[src/rtl/lcd_cmd_seq.sv]
// Command sequencer in front of the LCD image controller: buffers host opcodes,
// drops illegal ones, and issues one command per controller busy cycle until a Write completes.
module lcd_cmd_seq #(
  parameter int DEPTH = 8,
  parameter int AW    = 3
) (
  input  logic       clk,
  input  logic       reset,
  input  logic [3:0] in_cmd,
  input  logic       in_valid,
  output logic       in_ready,
  input  logic       lcd_busy,
  input  logic       lcd_done,
  output logic [3:0] lcd_cmd,
  output logic       lcd_cmd_valid,
  output logic [7:0] issued_cnt,
  output logic [3:0] illegal_cnt,
  output logic       seq_done
);

  typedef enum logic [1:0] {WAIT_RDY, HOLD, FLUSH, DONE} state_e;

  state_e        state_q, state_d;
  logic [3:0]    mem_q [DEPTH];
  logic [AW-1:0] wr_q, rd_q;
  logic [AW:0]   cnt_q;
  logic [3:0]    cmd_q, cmd_d;
  logic          vld_q, vld_d;
  logic [7:0]    issued_q, issued_d;
  logic [3:0]    illegal_q, illegal_d;

  logic       full, empty, accept, bad, push, pop, pop_wr;
  logic [3:0] head;

  assign full     = (cnt_q == (AW+1)'(DEPTH));
  assign empty    = (cnt_q == '0);
  assign in_ready = !full && (state_q == WAIT_RDY || state_q == HOLD);
  assign accept   = in_valid && in_ready;
  assign bad      = (in_cmd >= 4'hC);
  assign push     = accept && !bad;
  assign head     = mem_q[rd_q];
  assign pop      = (state_q == WAIT_RDY) && !lcd_busy && !empty;
  // Issuing a Write ends the run: whatever is still queued is dropped.
  assign pop_wr   = pop && (head == 4'h0);

  always_comb begin
    state_d = state_q;
    case (state_q)
      WAIT_RDY: if (pop) state_d = pop_wr ? FLUSH : HOLD;
      HOLD:     if (lcd_busy) state_d = WAIT_RDY;
      FLUSH:    if (lcd_done) state_d = DONE;
      DONE:     state_d = DONE;
      default:  state_d = WAIT_RDY;
    endcase
  end

  always_comb begin
    cmd_d     = cmd_q;
    vld_d     = pop;
    issued_d  = issued_q;
    illegal_d = illegal_q;
    if (pop) begin
      cmd_d = head;
      if (issued_q != 8'hFF) issued_d = issued_q + 8'd1;
    end
    if (accept && bad && illegal_q != 4'hF) illegal_d = illegal_q + 4'd1;
  end

  always_ff @(posedge clk or posedge reset) begin
    if (reset) begin
      state_q   <= WAIT_RDY;
      cmd_q     <= '0;
      vld_q     <= 1'b0;
      issued_q  <= '0;
      illegal_q <= '0;
    end else begin
      state_q   <= state_d;
      cmd_q     <= cmd_d;
      vld_q     <= vld_d;
      issued_q  <= issued_d;
      illegal_q <= illegal_d;
    end
  end

  always_ff @(posedge clk or posedge reset) begin
    if (reset) begin
      wr_q  <= '0;
      rd_q  <= '0;
      cnt_q <= '0;
      for (int i = 0; i < DEPTH; i++) mem_q[i] <= '0;
    end else if (pop_wr) begin
      wr_q  <= '0;
      rd_q  <= '0;
      cnt_q <= '0;
    end else begin
      if (push) begin
        mem_q[wr_q] <= in_cmd;
        wr_q        <= wr_q + AW'(1);
      end
      if (pop) rd_q <= rd_q + AW'(1);
      case ({push, pop})
        2'b10:   cnt_q <= cnt_q + (AW+1)'(1);
        2'b01:   cnt_q <= cnt_q - (AW+1)'(1);
        default: cnt_q <= cnt_q;
      endcase
    end
  end

  assign lcd_cmd       = cmd_q;
  assign lcd_cmd_valid = vld_q;
  assign issued_cnt    = issued_q;
  assign illegal_cnt   = illegal_q;
  assign seq_done      = (state_q == DONE);

endmodule

[config.mk]
export PLATFORM = sky130hd
export DESIGN_NAME = lcd_cmd_seq
export DESIGN_NICKNAME = d
export VERILOG_FILES = /design/src/rtl/lcd_cmd_seq.sv
export SDC_FILE = /design/constraint.sdc
export NUM_CORES = 1
export LEC_CHECK = 0
export ABC_AREA = 1
export BUFFER_PORTS_ARGS = -buffer_cell sky130_fd_sc_hd__buf_4
export CAP_MARGIN = 40
export CORE_MARGIN = 2
export CORE_UTILIZATION = 40
export DETAILED_ROUTE_END_ITERATION = 6
export SKIP_LAST_GASP = 1
export SLEW_MARGIN = 20
export SYNTH_ARGS = -nofsm -noshare
export SYNTH_HDL_FRONTEND = slang
export SYNTH_SLANG_ARGS = --single-unit
[constraint.sdc]
create_clock -name clk -period 2.4 [get_ports clk]
set_input_delay 0.36 -clock clk [delete_from_list [all_inputs] [get_ports clk]]
set_output_delay 0.36 -clock clk [all_outputs]
set_load 0.05 [all_outputs]
==> impl_metrics.env, run 1 <==
export IMPL_num_rows=32
export IMPL_power_frac_seq_pct=53.5
export IMPL_power_density_nw_per_um2=536
export IMPL_cts_tree="done"
export IMPL_h_tree_depth=3
export IMPL_initial_core_util_pct=40.8
export IMPL_cp_max_fo=17
export IMPL_fmax_ghz=0.464
export IMPL_fillers=787
export IMPL_cpMostUsedCell="nand3_1"
export IMPL_slew_violations=0
export IMPL_finalSetupViolCount=0
export IMPL_vias=2511
export IMPL_synth_cells=388
export IMPL_peakVddDrop_v=0.000210
export IMPL_pre_cts_ws_ns=0.248
export IMPL_worstPathRequired_ns=2.60
export IMPL_synth_area_um2=3100
export IMPL_synth_net_count=403
export IMPL_cts_buffers=9
export IMPL_synth_seq_cells=61
export IMPL_drc=0
export IMPL_max_stage_delay_ns=0.61
export IMPL_die_w_um=92.0
export IMPL_drive_gt1_share_pct=13.2
export IMPL_finalSetupTns_ns=0
export IMPL_crit_arrival_ns=2.35
export IMPL_postCtsResizedCells=0
export IMPL_overflow=0
export IMPL_place_congestion=0.892
export IMPL_hold_buffers=0
export IMPL_syn2layout_area_growth_pct=15.7
export IMPL_clkTransAtPathRegs_ns=0.07
export IMPL_fin_crit_sh_pct=89.7
export IMPL_hpwl_mm=4.83
export IMPL_synth_edf_count=0
export IMPL_grt_max_degree=34
export IMPL_drt_initial_drc_count=163
export IMPL_p_int_uw=1520
export IMPL_pwr_share_clk_pct=44.1
export IMPL_drtAntennaViolNets=0
export IMPL_cp_end_kind="flop"
export IMPL_syn_area_per_cell_um2=7.99
export IMPL_synth_commonest_cells="nand2_1 (120), dfrtp_1 (61), inv_1 (55), nand3_1 (38), o21ai_0 (34)"
export IMPL_vias_per_cell=4.77
export IMPL_p_total_uw=1920
export IMPL_synth_area_top_cells="dfrtp_1 (49%), nand2_1 (15%), inv_1 (6.7%), nand3_1 (6.1%), o21ai_0 (5.5%)"
export IMPL_synth_distinct_cells=29
export IMPL_yosysTopAreaCell="dfrtp_1"
export IMPL_yosysMostFrequentCell="nand2_1"
export IMPL_placed_cell_area_um2=3400
export IMPL_portBuffers=27
export IMPL_final_area_um2=3590
export IMPL_grt_pass1_vias=2434
export IMPL_min_period_ns=2.15
export IMPL_criticalPathCategory="reg -> reg"
export IMPL_path_cells="buf_4 -> nand2_1 -> nand3_1 -> nand3_1 -> nand3_2 -> nor2_4 -> nand2_4 -> nand3_1 -> nand2_1 -> o21ai_0"
export IMPL_diodes=0
export IMPL_synth_top_area_share_pct=49.2
export IMPL_grt_pass1_wl_mm=11.9
export IMPL_relSlewSlack_pct=57.4
export IMPL_clockRootBuffer="clkbuf_8"
export IMPL_holdCritPathClass="in -> async"
export IMPL_run_status="finished clean"
export IMPL_yosys_warnings=0
export IMPL_grt_use_total_pct=18.0
export IMPL_netSwitchingFraction_pct=21.2
export IMPL_async_flop_share_pct=100
export IMPL_fin_nets=436
export IMPL_wl_mm=6.69
export IMPL_path_delay_family="simple AND/OR/NAND/NOR gates"
export IMPL_fin_skew_ns=0.0103
export IMPL_dieArea_um2=8470
export IMPL_worst_pin_slew_ns=0.637
export IMPL_holdWs_ns=0.116
export IMPL_wl_per_cell_um=12.7
export IMPL_post_cts_setup_buffer_count=0
export IMPL_ys_seq_area_share_pct=49.2
export IMPL_ys_flop_type="dfrtp_1"
export IMPL_cts_sinks=61
export IMPL_antenna_found_initial=0
export IMPL_finalHoldViolations=0
export IMPL_die_h_um=92.0
export IMPL_p_switching_uw=407
export IMPL_finalWorstSetupSlack_ns=0.247
export IMPL_crit_buf_inv=1
export IMPL_crit_path_top_delay_cell="dfrtp_1"
export IMPL_power_share_combinational_pct=2.4
export IMPL_p_leak_uw=0.00185
export IMPL_ctsLongestPathBuffers=2
export IMPL_core_area_um2=7610
export IMPL_rsz0062_at_grt="no"
export IMPL_clkLatencyLatePin_ns=0.34
export IMPL_dr_pass1_iters=4
export IMPL_io_pins=28
export IMPL_cp_start_kind="flop"
export IMPL_drv_cap=0
## cell families (layout without fill, tap and decap cells)
kind of cell	Yosys count	count (layout)	synth area share, %
simple gates	193	193	26.7
buf+inv	65	101	9.20
flops	61	61	49.2
compound gates	49	49	8.31
xor+xnor	12	12	3.39
fa+ha+maj	6	6	2.42
mux	2	2	0.726
## power by group through the flow
stage               logic (µW)  clock network, µW  registers (µW)
floorplan                 21.7                  0            1050
global placement          50.0                  0            1050
detailed placement        49.9                  0            1050
CTS                       50.1                876            1030
global route              55.0                928            1030
finish                    46.8                848            1030
## cell type report
class                           count  area, µm²  area share, %
Tap cell                          102        128           3.56
Inverter                           57        221           6.18
Clock inverter                      1       5.00          0.140
Clock buffer                       13        179           4.99
Sequential cell                    61       1530           42.6
Multi-Input combinational cell    262       1290           35.9
Timing Repair Buffer               30        238           6.63
## cell usage in the layout (no fill, tap or decap)
master / count
inv_2: 2
buf_4: 29
a31oi_1: 3
o21ai_0: 34
nand3_4: 1
a21oi_1: 5
nand2_2: 1
inv_8: 1
mux2_2: 2
clkbuf_8: 13
nand3_2: 1
a21oi_2: 1
nor3_1: 2
nor2_1: 22
ha_1: 6
nor2_2: 1
xnor2_1: 5
nand2_1: 120
dfrtp_1: 61
nand3b_1: 1
o21ai_1: 4
o21a_1: 2
nand3_1: 38
inv_1: 54
clkinv_2: 1
nand2_4: 1
xor2_1: 7
buf_12: 1
nor2_4: 1
nand4_1: 4
## worst paths after layout
kind                                        from                   endpoint  slack [ns]  depth (start not counted)
hold reg to reg            mem_q[28]$_DFFE_PP0P_      mem_q[28]$_DFFE_PP0P_        0.48                          2
hold / removal                             reset  issued_cnt[0]$_DFFE_PP0P_        0.12                          2
max in group asynchronous                  reset    lcd_cmd_valid$_DFF_PP0_        1.68                          3
setup reg to reg             rd_q[0]$_DFFE_PP0P_      mem_q[23]$_DFFE_PP0P_        0.25                         10
min in group clk                        lcd_busy    lcd_cmd_valid$_DFF_PP0_        0.36                          4
setup / recovery             rd_q[0]$_DFFE_PP0P_      mem_q[23]$_DFFE_PP0P_        0.25                         10
## metrics by stage
stage                     std cells  util, %
after floorplan                 388        -
after global placement          512     44.7
after detailed placement        512     44.7
after CTS                       526     47.1
after global routing            526     47.1
final                           526     47.1
## state kept, by name, summed over array words and instances (netlist names)
signal	count
issued_cnt	8
mem_q	32
rd_q	3
illegal_cnt	4
lcd_cmd_valid	1
cnt_q	4
lcd_cmd	4
wr_q	3
state_q	2
## per-layer routing
metal  vias to the layer above  part of all wire [%]  global-route usage, %
met5                         -                     0                      0
met3                         7                   5.1                   4.11
met4                         0                   1.3                   5.60
li1                       1285                     -                      -
met1                      1169                    48                   25.0
met2                        50                    45                   27.9
Note: power is estimated with default switching activity, not from simulation.
==> run 2: changes to the inputs <==
--- a/config.mk
+++ b/config.mk
@@ -7,10 +7,11 @@
 export LEC_CHECK = 0
 export ABC_AREA = 1
 export BUFFER_PORTS_ARGS = -buffer_cell sky130_fd_sc_hd__buf_4
-export CAP_MARGIN = 40
+export CAP_MARGIN = 20
 export CORE_MARGIN = 2
 export CORE_UTILIZATION = 40
 export DETAILED_ROUTE_END_ITERATION = 6
+export MAX_ROUTING_LAYER = met4
 export SKIP_LAST_GASP = 1
 export SLEW_MARGIN = 20
 export SYNTH_ARGS = -nofsm -noshare
==> constraint.sdc (replaced) <==
create_clock -name clk -period 2.4 [get_ports clk]
set_input_delay 0.36 -clock clk [delete_from_list [all_inputs] [get_ports clk]]
set_output_delay 0.36 -clock clk [all_outputs]
set_load 0.02 [all_outputs]
==> run 2 against run 1 <==
- largest power group unchanged
- setup slack improved by 0.11 ns
- global-route usage increased by 0.38 points
- register-to-register slack improved by 0.11 ns
- via count increased by 0.84%
- sequential cell count unchanged
==> impl_metrics.env, run 2 (synthesis results as in run 1) <==
export IMPL_cp_end_kind="flop"
export IMPL_h_tree_depth=3
export IMPL_p_leak_uw=0.00186
export IMPL_regMostFlops="mem_q"
export IMPL_rsz0062_at_grt="no"
export IMPL_relSlewSlack_pct=59.3
export IMPL_layoutNonFillerInstCount=527
export IMPL_core_area_um2=7610
export IMPL_die_h_um=92.0
export IMPL_antenna_found_initial=0
export IMPL_cts_buffers=9
export IMPL_post_cts_setup_buffer_count=0
export IMPL_holdCritPathClass="in -> async"
export IMPL_vias_per_cell=4.80
export IMPL_grt_pass1_wl_mm=11.9
export IMPL_wl_mm=6.82
export IMPL_num_rows=32
export IMPL_final_cell_mix="nand2_1 (120), dfrtp_1 (61), inv_1 (54), nand3_1 (38), o21ai_0 (34)"
export IMPL_portBuffers=27
export IMPL_io_pins=28
export IMPL_largest_register_ffs=32
export IMPL_clockRootBuffer="clkbuf_8"
export IMPL_criticalPathCategory="reg -> reg"
export IMPL_cp_max_fo=6
export IMPL_run_status="finished clean"
export IMPL_clkLatencyLatePin_ns=0.33
export IMPL_peakVddDrop_v=0.000254
export IMPL_place_inst=514
export IMPL_fin_skew_ns=0.00776
export IMPL_power_density_nw_per_um2=545
export IMPL_hold_buffers=0
export IMPL_final_common_cell="nand2_1"
export IMPL_cp_start_kind="flop"
export IMPL_initial_core_util_pct=40.8
export IMPL_worstPathRequired_ns=2.63
export IMPL_drc=0
export IMPL_slew_violations=0
export IMPL_dieArea_um2=8470
export IMPL_drt_initial_drc_count=150
export IMPL_grt_use_total_pct=18.3
export IMPL_drive_gt1_share_pct=13.4
export IMPL_wl_per_cell_um=12.9
export IMPL_final_area_um2=3600
export IMPL_place_congestion=0.928
export IMPL_vias=2532
export IMPL_worst_pin_slew_ns=0.610
export IMPL_grt_max_degree=35
export IMPL_clkTransAtPathRegs_ns=0.07
export IMPL_dr_pass1_iters=5
export IMPL_cts_tree="done"
export IMPL_fin_crit_sh_pct=85.3
export IMPL_drtAntennaViolNets=0
export IMPL_min_period_ns=2.05
export IMPL_overflow=0
export IMPL_fin_nets=438
export IMPL_fmax_ghz=0.489
export IMPL_crit_arrival_ns=2.27
export IMPL_die_w_um=92.0
export IMPL_ctsLongestPathBuffers=2
export IMPL_hpwl_mm=4.97
export IMPL_holdWs_ns=0.108
export IMPL_postCtsResizedCells=0
export IMPL_syn2layout_area_growth_pct=16.2
export IMPL_finalHoldViolations=0
export IMPL_cts_sinks=61
export IMPL_diodes=0
export IMPL_finalSetupViolCount=0
export IMPL_finalSetupTns_ns=0
export IMPL_drv_cap=0
export IMPL_placed_cell_area_um2=3420
export IMPL_grt_pass1_vias=2465
==> run 2: cell count changes in the layout (fill, tap and decap cells not counted) <==
| cell | previous run | this run |
|---|---|---|
| buf_4 | 29 | 31 |
| bufinv_16 | 0 | 1 |
| clkbuf_8 | 13 | 11 |
==> run 2: layout make-up <==
| cell class | instances | area, µm² |
|---|---|---|
| fillers | 773 | 4000 |
| flip-flops and latches | 61 | 1530 |
| multi-input cells | 262 | 1290 |
| repair buffers | 32 | 253 |
| inverters | 57 | 221 |
| clock buffers | 11 | 151 |
| well taps | 102 | 128 |
| clock inverters | 2 | 35.0 |
==> run 2: per-stage QoR <==
step           util (%)  power [µW]  setup WS (ns)
5_1_grt            47.4        2040          0.121
6_report           47.4        1970          0.354
2_1_floorplan         -        1070          0.527
3_3_place_gp       44.9        1100          0.365
4_1_cts            47.4        1990          0.337
3_5_place_dp       44.9        1100          0.331
==> run 2: final timing paths <==
| check | slack, ns | end | depth (start not counted) | start |
|---|---|---|---|---|
| hold reg to reg | 0.49 | mem_q[27]$_DFFE_PP0P_ | 2 | mem_q[27]$_DFFE_PP0P_ |
| max in group asynchronous | 1.70 | state_q[1]$_DFFE_PP0P_ | 3 | reset |
| min in group clk | 0.38 | state_q[0]$_DFFE_PP0P_ | 5 | lcd_done |
| hold / removal | 0.11 | mem_q[21]$_DFFE_PP0P_ | 2 | reset |
| setup / recovery | 0.35 | cnt_q[3]$_DFFE_PP0P_ | 14 | cnt_q[3]$_DFFE_PP0P_ |
| setup reg to reg | 0.35 | cnt_q[3]$_DFFE_PP0P_ | 14 | cnt_q[3]$_DFFE_PP0P_ |
==> run 2: critical path: stages (launching register included) <==
cell	delay (ns)
dfrtp_1	0.42
inv_1	0.09
nor2_1	0.06
nand2_1	0.06
nand4_1	0.22
nand2_1	0.20
inv_1	0.09
ha_1	0.34
nand2_1	0.08
inv_1	0.06
nand3_1	0.09
nand2_1	0.08
nand2_1	0.04
nand3_1	0.06
nand2_1	0.05
==> run 2: power by group <==
group	switching [µW]	internal [µW]
Sequential	0	1030
Clock	372	517
Combinational	34.2	12.9
==> run 2: per-layer routing <==
layer,vias to the layer above,GRT usage [%],part of all wire [%],wire (µm)
li1,1292,-,-,-
met1,1182,25.0,48,3280
met2,49,27.5,47,3190
met3,9,3.37,3.9,267
met4,0,6.84,1.2,82
met5,-,-,0,0
